## config.mk

```make
export PLATFORM = sky130hd
export DESIGN_NAME = mem_access_stage
export DESIGN_NICKNAME = d
export VERILOG_FILES = /design/src/rtl/mem_access_stage.sv
export SDC_FILE = /design/constraint.sdc
export NUM_CORES = 1
export LEC_CHECK = 0
export BUFFER_PORTS_ARGS = -buffer_cell sky130_fd_sc_hd__buf_2
export CAP_MARGIN = 20
export CORE_ASPECT_RATIO = 0.6
export CORE_MARGIN = 3
export CORE_UTILIZATION = 40
export DETAILED_ROUTE_END_ITERATION = 7
export MAX_ROUTING_LAYER = met4
export PLACE_DENSITY = 0.77
export SLEW_MARGIN = 20
export SYNTH_ARGS = -nofsm -noshare
export SYNTH_HDL_FRONTEND = slang
export SYNTH_SLANG_ARGS = --single-unit
```

## constraint.sdc

```tcl
create_clock -name clock -period 2.4 [get_ports clock]
set_input_delay 0.12 -clock clock [delete_from_list [all_inputs] [get_ports clock]]
set_output_delay 0.12 -clock clock [all_outputs]
set_load 0.05 [all_outputs]
```

## src/rtl/mem_access_stage.sv

```systemverilog
`default_nettype none
// ============================================================================
//  Module   : mem_access_stage
//  Purpose  : MEM stage of the pipelined ARMv8 core. Issues 64-bit data
//             memory accesses over a req/ack handshake, stalls upstream while
//             an access is outstanding, aborts on timeout or misalignment and
//             registers the MEM/WB outputs.
//  Revision : 1.0 - initial release
// ============================================================================
module mem_access_stage #(
    parameter int DATA_WIDTH = 64,
    parameter int TIMEOUT    = 16
) (
    input  logic                  clock,
    input  logic                  reset,
    input  logic                  in_valid,
    input  logic [DATA_WIDTH-1:0] alu_result,
    input  logic [DATA_WIDTH-1:0] write_data,
    input  logic [4:0]            rd,
    input  logic                  MemRead,
    input  logic                  MemWrite,
    input  logic                  MemToReg,
    input  logic                  RegWrite,
    output logic                  stall,
    output logic                  mem_req,
    output logic                  mem_we,
    output logic [DATA_WIDTH-1:0] mem_addr,
    output logic [DATA_WIDTH-1:0] mem_wdata,
    input  logic                  mem_ack,
    input  logic [DATA_WIDTH-1:0] mem_rdata,
    output logic                  wb_valid,
    output logic [DATA_WIDTH-1:0] wb_data,
    output logic [4:0]            wb_rd,
    output logic                  wb_RegWrite,
    output logic                  fault
);

    // Counter only needs to reach TIMEOUT-1.
    localparam int                CNT_W    = (TIMEOUT > 2) ? $clog2(TIMEOUT) : 1;
    localparam logic [CNT_W-1:0]  CNT_LAST = CNT_W'(TIMEOUT - 1);
    localparam logic [4:0]        XZR      = 5'd31;

    typedef enum logic [0:0] {
        ST_IDLE = 1'b0,
        ST_WAIT = 1'b1
    } state_t;

    state_t                state_q, state_d;
    logic [CNT_W-1:0]      cnt_q, cnt_d;
    logic                  mem_req_q, mem_req_d;
    logic                  mem_we_q, mem_we_d;
    logic [DATA_WIDTH-1:0] mem_addr_q, mem_addr_d;
    logic [DATA_WIDTH-1:0] mem_wdata_q, mem_wdata_d;
    logic [4:0]            rd_q, rd_d;
    logic                  regwr_q, regwr_d;
    logic                  m2r_q, m2r_d;
    logic                  wb_valid_q, wb_valid_d;
    logic [DATA_WIDTH-1:0] wb_data_q, wb_data_d;
    logic [4:0]            wb_rd_q, wb_rd_d;
    logic                  wb_regwr_q, wb_regwr_d;
    logic                  fault_q, fault_d;

    logic                  mem_op;
    logic                  misaligned;

    assign mem_op     = in_valid & (MemRead | MemWrite);
    assign misaligned = (alu_result[2:0] != 3'b000);

    // Next-state, request and write-back selection; stall is combinational.
    always_comb begin
        state_d     = state_q;
        cnt_d       = cnt_q;
        mem_req_d   = mem_req_q;
        mem_we_d    = mem_we_q;
        mem_addr_d  = mem_addr_q;
        mem_wdata_d = mem_wdata_q;
        rd_d        = rd_q;
        regwr_d     = regwr_q;
        m2r_d       = m2r_q;
        wb_data_d   = wb_data_q;
        wb_rd_d     = wb_rd_q;
        // Pulsed outputs clear unless a completion happens this cycle.
        wb_valid_d  = 1'b0;
        wb_regwr_d  = 1'b0;
        fault_d     = 1'b0;
        stall       = 1'b0;

        case (state_q)
            ST_IDLE: begin
                if (in_valid) begin
                    if (!mem_op) begin
                        wb_valid_d = 1'b1;
                        wb_data_d  = alu_result;
                        wb_rd_d    = rd;
                        wb_regwr_d = RegWrite && (rd != XZR);
                    end else if (misaligned) begin
                        // Rejected without touching memory.
                        wb_valid_d = 1'b1;
                        fault_d    = 1'b1;
                        wb_data_d  = alu_result;
                        wb_rd_d    = rd;
                    end else begin
                        stall       = 1'b1;
                        state_d     = ST_WAIT;
                        cnt_d       = '0;
                        mem_req_d   = 1'b1;
                        // A store wins when both MemRead and MemWrite are set.
                        mem_we_d    = MemWrite;
                        mem_addr_d  = alu_result;
                        mem_wdata_d = write_data;
                        rd_d        = rd;
                        regwr_d     = RegWrite;
                        m2r_d       = MemToReg;
                    end
                end
            end
            ST_WAIT: begin
                if (mem_ack) begin
                    // Ack takes priority over a timeout in the same cycle.
                    state_d    = ST_IDLE;
                    mem_req_d  = 1'b0;
                    wb_valid_d = 1'b1;
                    wb_rd_d    = rd_q;
                    wb_regwr_d = regwr_q && (rd_q != XZR);
                    wb_data_d  = m2r_q ? mem_rdata : mem_addr_q;
                end else if (cnt_q == CNT_LAST) begin
                    state_d    = ST_IDLE;
                    mem_req_d  = 1'b0;
                    wb_valid_d = 1'b1;
                    fault_d    = 1'b1;
                    wb_rd_d    = rd_q;
                    wb_data_d  = mem_addr_q;
                end else begin
                    stall = 1'b1;
                    cnt_d = cnt_q + 1'b1;
                end
            end
            default: begin
                state_d = ST_IDLE;
            end
        endcase

        // Upstream must not see a stall while the core is held in reset.
        if (!reset) begin
            stall = 1'b0;
        end
    end

    // Pipeline and handshake registers.
    always_ff @(posedge clock or negedge reset) begin
        if (!reset) begin
            state_q     <= ST_IDLE;
            cnt_q       <= '0;
            mem_req_q   <= 1'b0;
            mem_we_q    <= 1'b0;
            mem_addr_q  <= '0;
            mem_wdata_q <= '0;
            rd_q        <= '0;
            regwr_q     <= 1'b0;
            m2r_q       <= 1'b0;
            wb_valid_q  <= 1'b0;
            wb_data_q   <= '0;
            wb_rd_q     <= '0;
            wb_regwr_q  <= 1'b0;
            fault_q     <= 1'b0;
        end else begin
            state_q     <= state_d;
            cnt_q       <= cnt_d;
            mem_req_q   <= mem_req_d;
            mem_we_q    <= mem_we_d;
            mem_addr_q  <= mem_addr_d;
            mem_wdata_q <= mem_wdata_d;
            rd_q        <= rd_d;
            regwr_q     <= regwr_d;
            m2r_q       <= m2r_d;
            wb_valid_q  <= wb_valid_d;
            wb_data_q   <= wb_data_d;
            wb_rd_q     <= wb_rd_d;
            wb_regwr_q  <= wb_regwr_d;
            fault_q     <= fault_d;
        end
    end

    assign mem_req     = mem_req_q;
    assign mem_we      = mem_we_q;
    assign mem_addr    = mem_addr_q;
    assign mem_wdata   = mem_wdata_q;
    assign wb_valid    = wb_valid_q;
    assign wb_data     = wb_data_q;
    assign wb_rd       = wb_rd_q;
    assign wb_RegWrite = wb_regwr_q;
    assign fault       = fault_q;

endmodule
`default_nettype wire
```

==> flow_summary.yaml, run 1 <==
timing:
  tns_ps: 0
  tightest_slew_ps: 806
  finalMaxSlewViolations: 0
  relSlewSlack: 0.463
  hold_viol_final: 0
  setup_viol: 0
  period_share: 0.941
  clock-skew-final_ps: 11.4
  rsz0062_at_grt: "no"
  setup_ws_ps: 141
  timing.fmax_mhz: 443
  layout_min_cycle_time_ps: 2260
synth:
  synth_xor_area_frac: 0.000969
  async_reset_ff_frac: 1.00
  synth_top_family_by_area: "multiplexers"
  synth_nets: 915
  yosys.area_share.adder: 0.00138
  synthSimpleGateAreaFrac: 0.105
  syn_avg_cell_area_um2: 12.8
  synth-main-ff-cell: "dfrtp_1"
  synth-compound-area-share: 0.0966
  yosysTopAreaCell: "dfrtp_1"
  syn_inst: 709
  yosysSeqAreaShare: 0.592
  yosys_warnings: 0
  synth_top_area_frac: 0.592
  syn-cell-area_mm2: 0.00904
  synth_common_cells: "214 x dfrtp_1, 130 x nand2_1, 106 x mux2_1"
  synth_edf_count: 0
  synthMuxAreaShare: 0.169
  yosysMostFrequentCell: "dfrtp_1"
  synth_cell_types: 36
  ys_ff_latch: 214
  synth_area_leaders: "dfrtp_1 59%, mux2_1 13%, o221a_2 7.8%"
place:
  gp_congestion: 0.842
  dpl.hpwl_mm: 20.8
  io_buffers: 407
  place_ws_ps: 294
  dp.cells: 1385
detailed_routing:
  drt-pass1-iter-count: 5
  drc_errors: 0
  route.detailed.wl_per_inst_um: 21.2
  ant_nets: 0
  vias: 8603
  vias_per_cell: 5.32
  drt-total-wl_mm: 34.3
  dr.first_iter.drc_count: 550
global_route:
  grtUsageTotal: 0.278
  antenna_found_initial: 0
  grt_pass1_wl_mm: 51.7
  grt_max_degree: 113
  grt-ovfl-total: 0
  grt_pass1_vias: 9086
cts:
  cts_tree: "yes"
  cts_max_level: 1
  root_buffer: "clkbuf_16"
  cts_made_buffers: 21
  clk_latency_ps: 490
  clk_path_buf_depth: 3
  cts.sinks: 214
  clk_pin_slew_ps: 60
floorplanning:
  die_w_um: 200
  initial_utilization: 0.419
  die_area_mm2: 0.0245
  io_pins: 408
  num_rows: 41
  dieHeight_um: 122
  coreArea_mm2: 0.0216
critical_path:
  cp_data_required_time_ps: 2770
  regToRegSetupSlack_ps: 140
  crit_type: "reg -> reg"
  crit_chain: "ha_1 -> and3_1 -> o21a_2 -> buf_4 -> nand3_1 -> o221a_2"
  crit_slowest_cell: "buf_4"
  cp_slowest_stage_delay_ps: 630
  rr_worst_depth: 6
  cp-start-kind: "flop"
  arrival_ps: 2630
  critPathCaptureType: "flop"
  cp_max_fo: 64
cells_and_area:
  area_growth_syn_to_layout_pct: 55.3
  stdcell_count: 1616
  utilization: 0.650
  drive_gt1_frac: 0.427
  nets: 1507
power:
  seq_power_share: 0.362
  power.clock.fraction: 0.246
  vdd_drop_max_uv: 569
  p_leak_nw: 6.66
  internal_power_w: 0.00779
  swShare: 0.427
  power_frac_comb: 0.393
  p_sw_w: 0.00579
  power_per_cell_area_mw_per_mm2: 968
outcome:
  status: "finished clean"
min_path:
  hold_class: "in -> reg"
  whs_path_depth: 4
job:
  drv_cap: 0
power by group through the flow:
stage / clock (W) / combinational, W / sequential (W)
after detailed placement: 0 / 0.00500 / 0.00492
final: 0.00334 / 0.00533 / 0.00491
after floorplan: 0 / 0.000972 / 0.00744
after global placement: 0 / 0.00494 / 0.00487
after global routing: 0.00355 / 0.00558 / 0.00499
after CTS: 0.00338 / 0.00525 / 0.00487
worst paths after layout:
kind / from / to
worst min-delay path: mem_rdata[60] / wb_data[60]$_DFFE_PN0P_
max in group asynchronous: reset / wb_data[34]$_DFFE_PN0P_
min in group asynchronous: reset / wb_valid$_DFF_PN0_
worst min register to register: mem_wdata[18]$_DFFE_PN0P_ / mem_wdata[18]$_DFFE_PN0P_
worst max register to register: cnt_q[0]$_DFFE_PN0P_ / wb_data[36]$_DFFE_PN0P_
worst max-delay path: cnt_q[0]$_DFFE_PN0P_ / wb_data[36]$_DFFE_PN0P_
final cells by class:
cell class / instances / area (µm²)
diodes: 2 / 5.00
multi-input cells: 439 / 3390
clock inverters: 6 / 86.3
clock buffers: 29 / 596
fillers: 1493 / 7560
well taps: 301 / 377
flip-flops and latches: 214 / 5360
inverters: 7 / 26.3
repair buffers: 618 / 4210
stage by stage:
step	cell area (µm²)	power [W]	hold slack (ps)
3_3_place_gp	11400	0.00981	56.1
5_1_grt	14000	0.0141	12.9
6_report	14000	0.0136	15.7
4_1_cts	14000	0.0135	0.653
2_1_floorplan	9040	0.00842	-176
3_5_place_dp	11400	0.00992	56.4
cell usage in the layout, fill, tap and decap left out, types with 2 or more instances in the layout:
cell | Yosys | layout
buf_4 | 4 | 15
clkbuf_1 | 24 | 4
nor2_1 | 3 | 2
bufinv_16 | 0 | 2
buf_2 | 11 | 405
clkbuf_16 | 0 | 21
inv_1 | 6 | 6
dlygate4sd3_1 | 0 | 189
mux2_1 | 106 | 106
a21oi_1 | 5 | 5
mux2i_1 | 2 | 2
clkinv_2 | 0 | 2
a22o_1 | 2 | 2
o22ai_1 | 5 | 5
nand2b_1 | 3 | 3
o221a_2 | 63 | 63
diode_2 | 0 | 2
and3_1 | 3 | 3
dfrtp_1 | 214 | 213
nor2b_1 | 4 | 4
nand3_1 | 68 | 68
buf_12 | 0 | 8
mux2_2 | 28 | 28
nand2_1 | 130 | 129
clkbuf_8 | 0 | 4
critical path, delay by kind of cell (launching register included):
family,cells,cell delay [ps]
buf+inv,1,630
simple gates,2,470
flops,1,390
compound gates,2,380
fa+ha+maj,1,220
state kept, by name, summed over array words and instances, names as in the netlist:
register	count
wb_RegWrite	1
regwr_q	1
wb_rd	5
mem_addr	64
fault	1
state_q	1
mem_wdata	64
m2r_q	1
mem_we	1
wb_valid	1
mem_req	1
rd_q	5
cnt_q	4
wb_data	64
timing repair:
item	CTS	global route
setup endpoints to repair	1	1
gates resized for setup	1	2
pin swaps	1	1
hold endpoints to repair	269	1
hold buffers	188	1
buffers inserted	1	4
cell families (layout without fill, tap and decap cells):
family          count (synthesis)  after routing
compound gates                 85             85
buf+inv                        56            660
simple gates                  216            216
mux                           136            136
fa+ha+maj                       1              1
xor+xnor                        1              1
other cells                     0              2
flops                         214            214
routing by layer:
layer	part of all wire	GRT usage	wire length (µm)	up-vias
met5	0	-	0	-
met3	0.099	0.0713	3400	102
met1	0.37	0.332	12700	4205
li1	-	-	-	3734
met4	0.042	0.107	1430	0
met2	0.49	0.458	16800	562
(Power assumes the default switching activity.)
==> run 2, diff against run 1 <==
--- a/config.mk
+++ b/config.mk
@@ -8,7 +8,6 @@
 export BUFFER_PORTS_ARGS = -buffer_cell sky130_fd_sc_hd__buf_2
 export CAP_MARGIN = 20
 export CORE_ASPECT_RATIO = 0.6
-export CORE_MARGIN = 3
 export CORE_UTILIZATION = 40
 export DETAILED_ROUTE_END_ITERATION = 7
 export MAX_ROUTING_LAYER = met4
==> flow_summary.yaml, run 2 (same netlist as run 1, synthesis figures left out) <==
outcome:
  status: "finished clean"
critical_path:
  cp_max_fo: 3
  crit_type: "in -> out"
  cp_data_required_time_ps: 2280
  arrival_ps: 2180
  critPathCaptureType: "primary output"
  cp-start-kind: "input port"
power:
  vdd_drop_max_uv: 665
  internal_power_w: 0.00786
  p_sw_w: 0.00581
  power_w: 0.0137
  power_frac_comb: 0.390
  seq_power_share: 0.359
  power.clock.fraction: 0.251
  swShare: 0.425
  p_leak_nw: 6.68
  power_per_cell_area_mw_per_mm2: 969
floorplanning:
  die_area_mm2: 0.0232
  die_w_um: 196
  io_pins: 408
  coreArea_mm2: 0.0221
  dieHeight_um: 118
  num_rows: 42
  initial_utilization: 0.409
detailed_routing:
  drt-pass1-iter-count: 5
  drt-total-wl_mm: 33.0
  vias_per_cell: 5.33
  ant_nets: 0
  dr.first_iter.drc_count: 617
  vias: 8690
  drc_errors: 0
  route.detailed.wl_per_inst_um: 20.2
cells_and_area:
  utilization: 0.637
  drive_gt1_frac: 0.425
  final_common_cell: "buf_2"
  area_growth_syn_to_layout_pct: 56.0
  final_cell_mix: "406 x buf_2, 214 x dfrtp_1, 193 x dlygate4sd3_1"
  nets: 1509
cts:
  cts_tree: "yes"
  cts_max_level: 1
  clk_path_buf_depth: 3
  cts.sinks: 214
  root_buffer: "clkbuf_16"
  clk_pin_slew_ps: 60
  clk_latency_ps: 490
  cts_made_buffers: 21
timing:
  clock-skew-final_ps: 7.05
  tns_ps: 0
  setup_viol: 0
  relSlewSlack: 0.447
  finalMaxSlewViolations: 0
  tightest_slew_ps: 829
  layout_min_cycle_time_ps: 2300
  timing.fmax_mhz: 435
  setup_ws_ps: 98.8
  period_share: 0.959
  hold_viol_final: 0
global_route:
  grt-ovfl-total: 0
  antenna_found_initial: 3
  grt_max_degree: 110
  grt_pass1_vias: 9325
  grt_pass1_wl_mm: 51.4
  grtUsageTotal: 0.290
job:
  drv_cap: 0
min_path:
  hold_class: "in -> reg"
place:
  io_buffers: 407
  dpl.hpwl_mm: 19.2
  place_ws_ps: 239
  gp_congestion: 0.833
run 2: changes by cell type in the layout (fill, tap and decap cells not counted), sizes merged:
cell / change
diode: +2
bufinv: +1
clkinv: +3
dlygate4sd3: +4
buf: -2
clkbuf: -2
run 2: per-stage QoR:
stage               cell area (µm²)  cells  hold slack (ps)
floorplan                      9040    709             -176
global placement              11500   1394              218
detailed placement            11500   1394              217
CTS                           14100   1624            0.626
global route                  14100   1628             6.47
finish                        14100   1629             7.58
run 2: path summary, 6_finish.rpt:
kind | slack (ps) | depth (start not counted) | end | start
min | 8 | 4 | wb_data[16]$_DFFE_PN0P_ | mem_rdata[16]
max | 100 | 8 | stall | alu_result[2]
min in group asynchronous | 250 | 3 | mem_addr[58]$_DFFE_PN0P_ | reset
max in group asynchronous | 1630 | 3 | mem_wdata[29]$_DFFE_PN0P_ | reset
max reg2reg | 140 | 6 | wb_data[40]$_DFFE_PN0P_ | cnt_q[0]$_DFFE_PN0P_
min reg2reg | 480 | 1 | mem_req$_DFFE_PN0P_ | mem_req$_DFFE_PN0P_
run 2: per-layer routing:
metal | share of wire | global-route usage
met5 | 0 | -
met4 | 0.042 | 0.121
met1 | 0.38 | 0.342
met2 | 0.50 | 0.488
met3 | 0.079 | 0.0548
run 2: layout make-up:
type	count	area [µm²]
repair buffers	620	4240
diodes	4	10.0
fillers	1570	8020
flip-flops and latches	214	5360
well taps	308	385
clock buffers	27	568
clock inverters	10	131
multi-input cells	439	3390
inverters	7	26.3
run 2: what timing repair did:
item | CTS | global route
gates resized for setup | 0 | 1
hold buffers | 193 | 0
endpoints found under the hold margin | 417 | 0
buffers inserted | 0 | 1
endpoints found under the setup margin | 0 | 1
run 2: critical path: stages:
cell and delay (ps):
dlygate4sd3_1 550, buf_2 150, or3_4 420, nor3_4 280, nor2_1 100, inv_1 160, and2_1 140, buf_2 250
run 2: power groups by stage:
| stage | Sequential (W) | Clock (W) | Combinational [W] |
|---|---|---|---|
| after floorplan | 0.00744 | 0 | 0.000972 |
| after global placement | 0.00487 | 0 | 0.00492 |
| after detailed placement | 0.00491 | 0 | 0.00499 |
| after CTS | 0.00485 | 0.00349 | 0.00524 |
| after global routing | 0.00499 | 0.00363 | 0.00554 |
| final | 0.00491 | 0.00342 | 0.00533 |
